<file path="src/rtl/ctrl_sequencer_gen2.sv">
// ctrl_sequencer_gen2: CPU control FSM (fetch/decode/dispatch/execute) with wait timeouts, CALL depth guard, sticky fault.
// Strobes are registered from next state (high exactly while in their state); SINGLE_STEP_EN adds i_step gating of FETCH.
module ctrl_sequencer_gen2 #(
    parameter int OPW         = 6,
    parameter int NFLAGS      = 4,
    parameter int NUNITS      = 2,
    parameter int STACK_DEPTH = 8,
    parameter int TIMEOUT     = 1024
) (
    input  logic              i_clk,
    input  logic              i_rst,
    input  logic              i_bgn,
    input  logic              i_load_done,
    input  logic [OPW-1:0]    i_opcode,
    input  logic [NFLAGS-1:0] i_flags,
    input  logic              i_reg_sel,
    input  logic [NUNITS-1:0] i_unit_done,
`ifdef SINGLE_STEP_EN
    input  logic              i_step,
`endif
    output logic              o_read_file,
    output logic              o_get_addr,
    output logic              o_incr_pc,
    output logic              o_mem_read,
    output logic              o_mem_write,
    output logic [1:0]        o_reg_ld,
    output logic [1:0]        o_reg_st,
    output logic              o_acc_ld,
    output logic              o_acc_st,
    output logic              o_pc_from_imm,
    output logic              o_pc_from_stack,
    output logic              o_push,
    output logic              o_pop,
    output logic [NUNITS-1:0] o_unit_start,
    output logic              o_unit_save,
    output logic              o_fin,
    output logic              o_fault,
    output logic [2:0]        o_fault_code
);
    localparam int SW     = OPW - 3;
    localparam int DW     = $clog2(STACK_DEPTH + 1);
    localparam int CW     = (TIMEOUT > 0) ? $clog2(TIMEOUT + 1) : 1;
    localparam int TO_LIM = (TIMEOUT > 0) ? TIMEOUT - 1 : 0;

    typedef enum logic [4:0] {
        S_IDLE, S_LOAD, S_FETCH, S_DECODE, S_DISPATCH,
        S_MEM_ST, S_MEM_WR, S_MEM_RD, S_MEM_LD,
        S_BR_EVAL, S_BR_TAKE, S_CALL_PUSH,
        S_RET_POP, S_RET_WAIT, S_RET_JUMP, S_RET_WAIT2,
        S_EXEC_START, S_EXEC_WAIT, S_EXEC_SAVE,
        S_HALT, S_FAULT
`ifdef SINGLE_STEP_EN
        , S_STEP_WAIT
`endif
    } state_t;

`ifdef SINGLE_STEP_EN
    localparam state_t S_AFTER = S_STEP_WAIT;
`else
    localparam state_t S_AFTER = S_FETCH;
`endif

    state_t            r_state;
    state_t            w_next;
    logic [2:0]        r_code;
    logic [2:0]        w_code;
    logic [SW-1:0]     r_sub;
    logic              r_sel;
    logic [DW-1:0]     r_depth;
    logic [CW-1:0]     r_cnt;
    logic [2:0]        w_cls;
    logic [SW-1:0]     w_sub;
    logic              w_sel;
    logic [NUNITS-1:0] w_unit_oh;
    logic              w_flag_hit;
    logic              w_unit_done;
    logic              w_timeout;

    // Operand fields come live from the opcode in DISPATCH, from the captured copy afterwards.
    assign w_cls       = i_opcode[OPW-1:OPW-3];
    assign w_sub       = (r_state == S_DISPATCH) ? i_opcode[SW-1:0] : r_sub;
    assign w_sel       = (r_state == S_DISPATCH) ? i_reg_sel : r_sel;
    assign w_unit_oh   = NUNITS'(1) << w_sub;
    assign w_flag_hit  = |(i_flags & (NFLAGS'(1) << w_sub));
    assign w_unit_done = |(i_unit_done & w_unit_oh);
    assign w_timeout   = (TIMEOUT != 0) && (r_cnt == CW'(TO_LIM));

    always_comb begin
        w_next = r_state;
        w_code = r_code;
        case (r_state)
            S_IDLE:     if (i_bgn) w_next = S_LOAD;
            S_LOAD: begin
                if (i_load_done) w_next = S_FETCH;
                else if (w_timeout) begin
                    w_next = S_FAULT;
                    w_code = 3'd2;
                end
            end
            S_FETCH:    w_next = S_DECODE;
            S_DECODE:   w_next = S_DISPATCH;
            S_DISPATCH: begin
                case (w_cls)
                    3'b000: w_next = S_HALT;
                    3'b001: w_next = w_sub[0] ? S_MEM_ST : S_MEM_RD;
                    3'b010: w_next = S_BR_EVAL;
                    3'b011: begin
                        if (r_depth == DW'(STACK_DEPTH)) begin
                            w_next = S_FAULT;
                            w_code = 3'd3;
                        end else w_next = S_CALL_PUSH;
                    end
                    3'b100: begin
                        if (r_depth == '0) begin
                            w_next = S_FAULT;
                            w_code = 3'd4;
                        end else w_next = S_RET_POP;
                    end
                    3'b101: begin
                        if (32'(w_sub) >= NUNITS) begin
                            w_next = S_FAULT;
                            w_code = 3'd5;
                        end else w_next = S_EXEC_START;
                    end
                    default: begin
                        w_next = S_FAULT;
                        w_code = 3'd1;
                    end
                endcase
            end
            S_MEM_ST:   w_next = S_MEM_WR;
            S_MEM_WR:   w_next = S_AFTER;
            S_MEM_RD:   w_next = S_MEM_LD;
            S_MEM_LD:   w_next = S_AFTER;
            S_BR_EVAL: begin
                if (&w_sub) w_next = S_BR_TAKE;
                else if (32'(w_sub) >= NFLAGS) begin
                    w_next = S_FAULT;
                    w_code = 3'd1;
                end else if (w_flag_hit) w_next = S_BR_TAKE;
                else w_next = S_AFTER;
            end
            S_BR_TAKE:    w_next = S_AFTER;
            S_CALL_PUSH:  w_next = S_BR_TAKE;
            S_RET_POP:    w_next = S_RET_WAIT;
            S_RET_WAIT:   w_next = S_RET_JUMP;
            S_RET_JUMP:   w_next = S_RET_WAIT2;
            S_RET_WAIT2:  w_next = S_AFTER;
            S_EXEC_START: w_next = S_EXEC_WAIT;
            S_EXEC_WAIT: begin
                if (w_unit_done) w_next = S_EXEC_SAVE;
                else if (w_timeout) begin
                    w_next = S_FAULT;
                    w_code = 3'd2;
                end
            end
            S_EXEC_SAVE:  w_next = S_AFTER;
            S_HALT:       w_next = S_HALT;
            S_FAULT:      w_next = S_FAULT;
`ifdef SINGLE_STEP_EN
            S_STEP_WAIT:  if (i_step) w_next = S_FETCH;
`endif
            default:      w_next = S_IDLE;
        endcase
    end

    always_ff @(posedge i_clk or posedge i_rst) begin
        if (i_rst) begin
            r_state         <= S_IDLE;
            r_code          <= '0;
            r_sub           <= '0;
            r_sel           <= 1'b0;
            r_depth         <= '0;
            r_cnt           <= '0;
            o_read_file     <= 1'b0;
            o_get_addr      <= 1'b0;
            o_incr_pc       <= 1'b0;
            o_mem_read      <= 1'b0;
            o_mem_write     <= 1'b0;
            o_reg_ld        <= '0;
            o_reg_st        <= '0;
            o_acc_ld        <= 1'b0;
            o_acc_st        <= 1'b0;
            o_pc_from_imm   <= 1'b0;
            o_pc_from_stack <= 1'b0;
            o_push          <= 1'b0;
            o_pop           <= 1'b0;
            o_unit_start    <= '0;
            o_unit_save     <= 1'b0;
            o_fin           <= 1'b0;
            o_fault         <= 1'b0;
            o_fault_code    <= '0;
        end else begin
            r_state <= w_next;
            r_code  <= w_code;
            if (r_state == S_DISPATCH) begin
                r_sub <= i_opcode[SW-1:0];
                r_sel <= i_reg_sel;
            end
            if (r_state == S_DISPATCH && w_next == S_CALL_PUSH) r_depth <= r_depth + 1'b1;
            else if (r_state == S_DISPATCH && w_next == S_RET_POP) r_depth <= r_depth - 1'b1;
            // Wait counter restarts on each entry to a wait state and runs while the state holds.
            if ((w_next == S_LOAD && r_state != S_LOAD) ||
                (w_next == S_EXEC_WAIT && r_state != S_EXEC_WAIT))
                r_cnt <= '0;
            else if (w_next == r_state && (r_state == S_LOAD || r_state == S_EXEC_WAIT))
                r_cnt <= r_cnt + 1'b1;
            o_read_file     <= (w_next == S_LOAD);
            o_get_addr      <= (w_next == S_FETCH);
            o_incr_pc       <= (w_next == S_DECODE);
            o_mem_read      <= (w_next == S_MEM_RD);
            o_mem_write     <= (w_next == S_MEM_WR);
            o_reg_ld        <= (w_next == S_MEM_LD && !w_sub[1]) ? (w_sel ? 2'b01 : 2'b10) : 2'b00;
            o_reg_st        <= (w_next == S_MEM_ST && !w_sub[1]) ? (w_sel ? 2'b01 : 2'b10) : 2'b00;
            o_acc_ld        <= (w_next == S_MEM_LD) && w_sub[1];
            o_acc_st        <= (w_next == S_MEM_ST) && w_sub[1];
            o_pc_from_imm   <= (w_next == S_BR_TAKE);
            o_pc_from_stack <= (w_next == S_RET_JUMP);
            o_push          <= (w_next == S_CALL_PUSH);
            o_pop           <= (w_next == S_RET_POP);
            o_unit_start    <= (w_next == S_EXEC_START) ? w_unit_oh : '0;
            o_unit_save     <= (w_next == S_EXEC_SAVE);
            o_fin           <= (w_next == S_HALT);
            o_fault         <= (w_next == S_FAULT);
            o_fault_code    <= w_code;
        end
    end
endmodule

</file>
<file path="config.mk">
export PLATFORM = sky130hd
export DESIGN_NAME = ctrl_sequencer_gen2
export DESIGN_NICKNAME = d
export VERILOG_FILES = /design/src/rtl/ctrl_sequencer_gen2.sv
export SDC_FILE = /design/constraint.sdc
export NUM_CORES = 1
export LEC_CHECK = 0
export ABC_AREA = 1
export BUFFER_PORTS_ARGS = -buffer_cell sky130_fd_sc_hd__buf_2
export CAP_MARGIN = 15
export CORE_UTILIZATION = 34
export CTS_CLUSTER_SIZE = 12
export DETAILED_ROUTE_END_ITERATION = 8
export GPL_TIMING_DRIVEN = 0
export SYNTH_ARGS = -nofsm -noshare
export SYNTH_HDL_FRONTEND = slang
export SYNTH_SLANG_ARGS = --single-unit
</file>
<file path="constraint.sdc">
create_clock -name i_clk -period 3.25 [get_ports i_clk]
set_clock_uncertainty 0.15 [all_clocks]
set_input_delay 0.325 -clock i_clk [delete_from_list [all_inputs] [get_ports i_clk]]
set_output_delay 0.325 -clock i_clk [all_outputs]
set_load 0.005 [all_outputs]
</file>
==> flow_summary.toml, run 1 <==
[setup_path]
worstPathMaxFanout = 10
setup.worst_path.class = "register to register"
start_kind = "register"
critPathRequiredTime_ps = 3300
cp-end-kind = "register"
worstRegToRegCells = 11
cp_data_arrival_time_ps = 2850

[grt]
grt_pass1_wl_um = 9520
overflow = 0
grt_max_degree = 32
antenna_found_initial = 0
track_usage_pct = 15.8
grt_pass1_vias = 2070

[detailed_routing]
top_layer = "met4"
wl_met1_um = 2630
drt.antenna.violating_nets = 0
wl_per_cell_um = 12.0
drt-vias-per-instance = 4.80
via_count = 2342
first_iter_violations = 155
first_pass_iters = 5
drt_wl_total_um = 5840
wl_met3_um = 260
remaining_drc_errors = 0
met2_wirelength_um = 2900

[logic_synthesis]
ys_async_sr_fraction_pct = 100
synth.top_cell.area_share_pct = 45.1
netlist_instances = 340
syn_area_per_cell_um2 = 7.67
yosys.area.top_type = "dfrtp_1"
ys.flop_type = "dfrtp_1"
ys_types = 37
synthesis.nets = 361
yosysWarnings = 0
synth_edf_count = 0
synth_area_um2 = 2610
ys_seq_area_share_pct = 45.1
ys_ff_latch = 47
synth_top_cells_by_area = "dfrtp_1 45%, nand2_1 11%, inv_1 7.8%"

[finish]
diodes = 0
layout.nets = 409
syn_to_final_growth_pct = 17.9
drive_gt1_share_pct = 19.3

[outcome]
status = "finished clean"

[sta]
worstMarginPinSlew_ps = 507
max_freq_ghz = 0.357
hold_viol_final = 0
fin_ws_ps = 451
fin_crit_ps = 2800
setup-tns-final_ps = 0
rsz0062_at_grt = "false"
relSlewSlack_pct = 66.1
finalCritPeriodShare_pct = 86.1
final-setup-viol-count = 0
maxSlewViolCount = 0

[die]
core-area_um2 = 7330
die_area_um2 = 8020
io_pins = 40
rows = 31
die_w_um = 89.6
initial_utilization_pct = 35.6
die_h_um = 89.6

[clock_network]
cts_inserted_buffers = 5
cts_root_buffer = "clkbuf_8"
post_cts_buffers = 0
cts_tree = "done"
path_clk_slew_ps = 100
cts-htree-levels = 2
ctsLongestPathBuffers = 2
clk_latency_ps = 310
cts_num_sinks = 47

[hold_path]
whs_path_depth = 3
hp-class = "primary input to register"

[place]
place.gp.congestion = 0.862
io_buffers = 39
place_ws_ps = 484
dp_hpwl_um = 4510

[power]
vdd_ir_drop_max_uv = 200
power.density_nw_per_um2 = 727
leakagePower_uw = 0.00168

[run]
max_cap_violations = 0
==> state kept, by name, indices dropped and copies added (netlist names) <==
name             count
o_reg_st             2
o_mem_write          1
o_pop                1
r_code               3
r_cnt               11
o_get_addr           1
o_unit_save          1
r_depth              4
o_fault              1
r_sel                1
o_pc_from_stack      1
o_reg_ld             2
o_incr_pc            1
r_sub                3
o_read_file          1
o_push               1
o_unit_start         2
o_fin                1
o_pc_from_imm        1
o_mem_read           1
o_acc_st             1
o_acc_ld             1
r_state              5
==> area by class of cell <==
type | instances | area, um2
Fill cell | 764 | 4260
Sequential cell | 47 | 1180
Multi-Input combinational cell | 228 | 1170
Timing Repair Buffer | 41 | 225
Inverter | 60 | 225
Tap cell | 99 | 124
Clock buffer | 5 | 68.8
Clock inverter | 3 | 47.5
Buffer | 5 | 38.8
==> kinds of logic after synthesis <==
group / after synthesis / share of synthesized area [%]
AND/OR/NAND/NOR: 181 / 32.5
buffers and inverters: 65 / 10.1
flip-flops: 47 / 45.1
AO/OA/AOI/OAI: 39 / 8.64
adder cells (fa/ha/maj): 4 / 2.21
XOR/XNOR: 3 / 1.01
multiplexers: 1 / 0.432
==> where the power goes <==
| part | total [uW] | leakage, uW | internal (uW) | switching (uW) |
|---|---|---|---|---|
| clock | 452 | 0.0000587 | 233 | 219 |
| combinational | 995 | 0.000991 | 329 | 666 |
| sequential | 785 | 0.000626 | 708 | 77.5 |
| total | 2230 | 0.00168 | 1270 | 963 |
==> cell usage after synthesis, drive strengths merged, types with 2 or more instances <==
library cell / count
nand2: 80
inv: 58
dfrtp: 47
nor2: 42
nand3: 24
o21ai: 20
nor3: 16
a21oi: 11
nand4: 11
nand3b: 5
buf: 4
ha: 3
xor2: 3
clkinv: 2
or2: 2
==> path summary, 6_finish.rpt <==
kind	start	endpoint	slack, ps
worst max-delay path	r_state[0]	r_depth[3]	450
worst min-delay path	i_reg_sel	o_reg_st[0]	240
worst max register to register	r_state[0]	r_depth[3]	450
worst min register to register	r_cnt[4]	r_cnt[4]	320
max in group asynchronous	i_rst	r_state[1]	2070
min in group asynchronous	i_rst	r_cnt[10]	390
==> metrics by stage <==
| step | hold WS, ps | area [um2] | total power [uW] | utilization, % | cells |
|---|---|---|---|---|---|
| after floorplan | 284 | 2610 | 1530 | - | 340 |
| after global placement | 305 | 2930 | 1780 | 39.9 | 478 |
| after detailed placement | 191 | 2950 | 1790 | 40.2 | 479 |
| final | 244 | 3070 | 2230 | 41.9 | 488 |
| after CTS | 247 | 3070 | 2260 | 41.9 | 488 |
| after global routing | 271 | 3070 | 2430 | 41.9 | 488 |
==> critical path, stage by stage, from the launching register on <==
cell,delay [ps]
dfrtp_1,450
nor2_4,250
nand3_2,120
buf_6,160
nor3_1,380
inv_1,190
ha_1,310
a21o_1,170
a21oi_1,150
or2_2,130
nand3_1,70
xor2_1,150
==> timing repair <==
action,in CTS,in global routing
hold endpoints to repair,16,0
hold buffers,1,0
gates resized for setup,0,0
==> metal layers <==
metal,track usage [%],vias to the layer above
met5,0,-
met4,4.76,0
met3,2.77,6
met2,27.9,65
met1,19.7,1084
li1,-,1187
==> cell usage in the layout, fill, tap and decap left out, types with 3 or more instances in the layout <==
master and n:
dfrtp_1 47, nand3_1 23, xor2_1 3, nor2_1 38, nand4_1 11, nand2_1 73
o21ai_0 20, inv_2 5, ha_1 3, nand3b_1 5, a21oi_1 9, inv_1 53
nor3_1 16, nand2_2 5, buf_2 40, clkbuf_8 5
(Power assumes the default switching activity.)
==> run 2: changes to the inputs <==
- CORE_MARGIN: default -> 2
- CORE_UTILIZATION: 34 -> 57
- PLACE_DENSITY: default -> 0.8
==> run 2 against run 1 <==
Sequential cell count unchanged. First-iteration DRC count down 9.0%. Critical endpoint unchanged. Count of clock-buffer cells in the layout up 1. Register-to-register slack worse by 20 ps.
==> flow_summary.toml, run 2 (synthesis gave the netlist of run 1 again) <==
[grt]
grt_pass1_wl_um = 9430
grt_max_degree = 26
track_usage_pct = 23.4
overflow = 0
grt_pass1_vias = 2143
antenna_found_initial = 0

[finish]
diodes = 0
fin_area_um2 = 3020
num-fill-cells = 380
largest_register_ffs = 11
largestRegisters = "r_cnt (11), r_state (5), r_depth (4)"
final_cell_mix = "73 x nand2_1, 53 x inv_1, 47 x dfrtp_1"
drive_gt1_share_pct = 19.3
layout.nets = 409
utilization_pct = 68.9
syn_to_final_growth_pct = 15.9
regMostFlops = "r_cnt"
final_common_cell = "nand2_1"

[hold_path]
hp-class = "primary input to register"

[clock_network]
cts.repair.resized = 0
cts_num_sinks = 47
path_clk_slew_ps = 90
cts_inserted_buffers = 5
ctsLongestPathBuffers = 2
cts-htree-levels = 2
post_cts_buffers = 0
cts_root_buffer = "clkbuf_8"
clk_latency_ps = 300
hold_buffers = 1
cts_tree = "done"

[setup_path]
critPathRequiredTime_ps = 3280
reg2reg_to = "r_depth[3]"
setup.worst_path.class = "register to register"
r2r_start = "r_state[0]"
rrSetupSlack_ps = 430
cp-startpoint = "r_state[0]"
slowest_delay_ps = 460
cp_data_arrival_time_ps = 2860
path_depth = 11
cp-end-kind = "register"
critical_path.top_delay_family = "simple AND/OR/NAND/NOR gates"
worstRegToRegCells = 11
worstPathMaxFanout = 10
start_kind = "register"
cp_cell_sequence = "nor2_4 -> nand3_2 -> buf_6 -> nor3_1 -> inv_1 -> ha_1 -> a21o_1 -> a21oi_1 -> or2_2 -> nand3_1 -> xor2_1"
slowest_stage = "dfrtp_1"
worst-path-buf-inv = 2
crit_end = "r_depth[3]"

[detailed_routing]
via_count = 2309
first_pass_iters = 4
met2_wirelength_um = 2620
drt-vias-per-instance = 5.24
top_layer = "met4"
wl_met1_um = 2670
drt.antenna.violating_nets = 0
remaining_drc_errors = 0
first_iter_violations = 141
wl_per_cell_um = 12.8
drt_wl_total_um = 5660
wl_met3_um = 236

[sta]
setup-tns-final_ps = 0
max_freq_ghz = 0.354
hold_viol_final = 0
relSlewSlack_pct = 65.0
finalCritPeriodShare_pct = 86.9
fin_crit_ps = 2820
maxSlewViolCount = 0
rsz0062_at_grt = "false"
final-setup-viol-count = 0
holdWs_ps = 243
worstMarginPinSlew_ps = 524

[place]
placedInstanceArea_um2 = 2890
place.gp.congestion = 0.912
dp_hpwl_um = 4430
io_buffers = 39

[run]
max_cap_violations = 0

[power]
leakagePower_uw = 0.00168
power.density_nw_per_um2 = 732
vdd_ir_drop_max_uv = 354

[die]
initial_utilization_pct = 59.4
io_pins = 40
die_h_um = 71.6
core-area_um2 = 4380
rows = 24
die_w_um = 71.6
die_area_um2 = 5130

[outcome]
status = "finished clean"
run 2: changes by cell type in the layout (fill, tap and decap cells not counted):
cell,delta
clkbuf_8,+1
clkinv_2,+1
buf_16,+1
buf_12,-1
clkinv_4,-1
inv_6,-1
run 2: layout make-up:
type,instances,area (um2),share of cell area (%)
Clock buffer,6,82.6,2.73
Inverter,60,225,7.45
Buffer,5,38.8,1.28
Timing Repair Buffer,41,233,7.70
Sequential cell,47,1180,38.9
Multi-Input combinational cell,228,1170,38.6
Clock inverter,2,35.0,1.16
Tap cell,52,65.1,2.15
run 2: worst min-delay path, delay by kind of cell:
family	cells	cell delay [ps]
simple gates	1	120
compound gates	1	130
buf+inv	1	70
run 2: how the worst min path moves through the flow:
stage              start           to  cells past startpoint
2_1_floorplan   r_cnt[4]     r_cnt[4]                      1
6_report       i_reg_sel  o_reg_st[0]                      3
4_1_cts        i_reg_sel  o_reg_st[0]                      3
3_3_place_gp    r_cnt[4]     r_cnt[4]                      1
5_1_grt        i_reg_sel  o_reg_st[0]                      3
3_5_place_dp       i_rst     o_acc_st                      2
run 2: layer usage:
layer	up-vias	track usage, %
met5	-	0
met3	11	4.78
met2	56	37.6
li1	1185	-
met4	0	8.39
met1	1057	31.5
run 2: report_power, final:
group / internal [uW] / switching, uW / total, uW
Clock: 249 / 190 / 439
Combinational: 329 / 660 / 989
Sequential: 708 / 77.1 / 785
Total: 1290 / 927 / 2210
run 2: metrics by stage:
step,instances,total power (uW),setup WS (ps)
finish,441,2210,426
global route,441,2390,195
CTS,441,2220,442
detailed placement,432,1780,487
global placement,431,1750,518
floorplan,340,1530,818
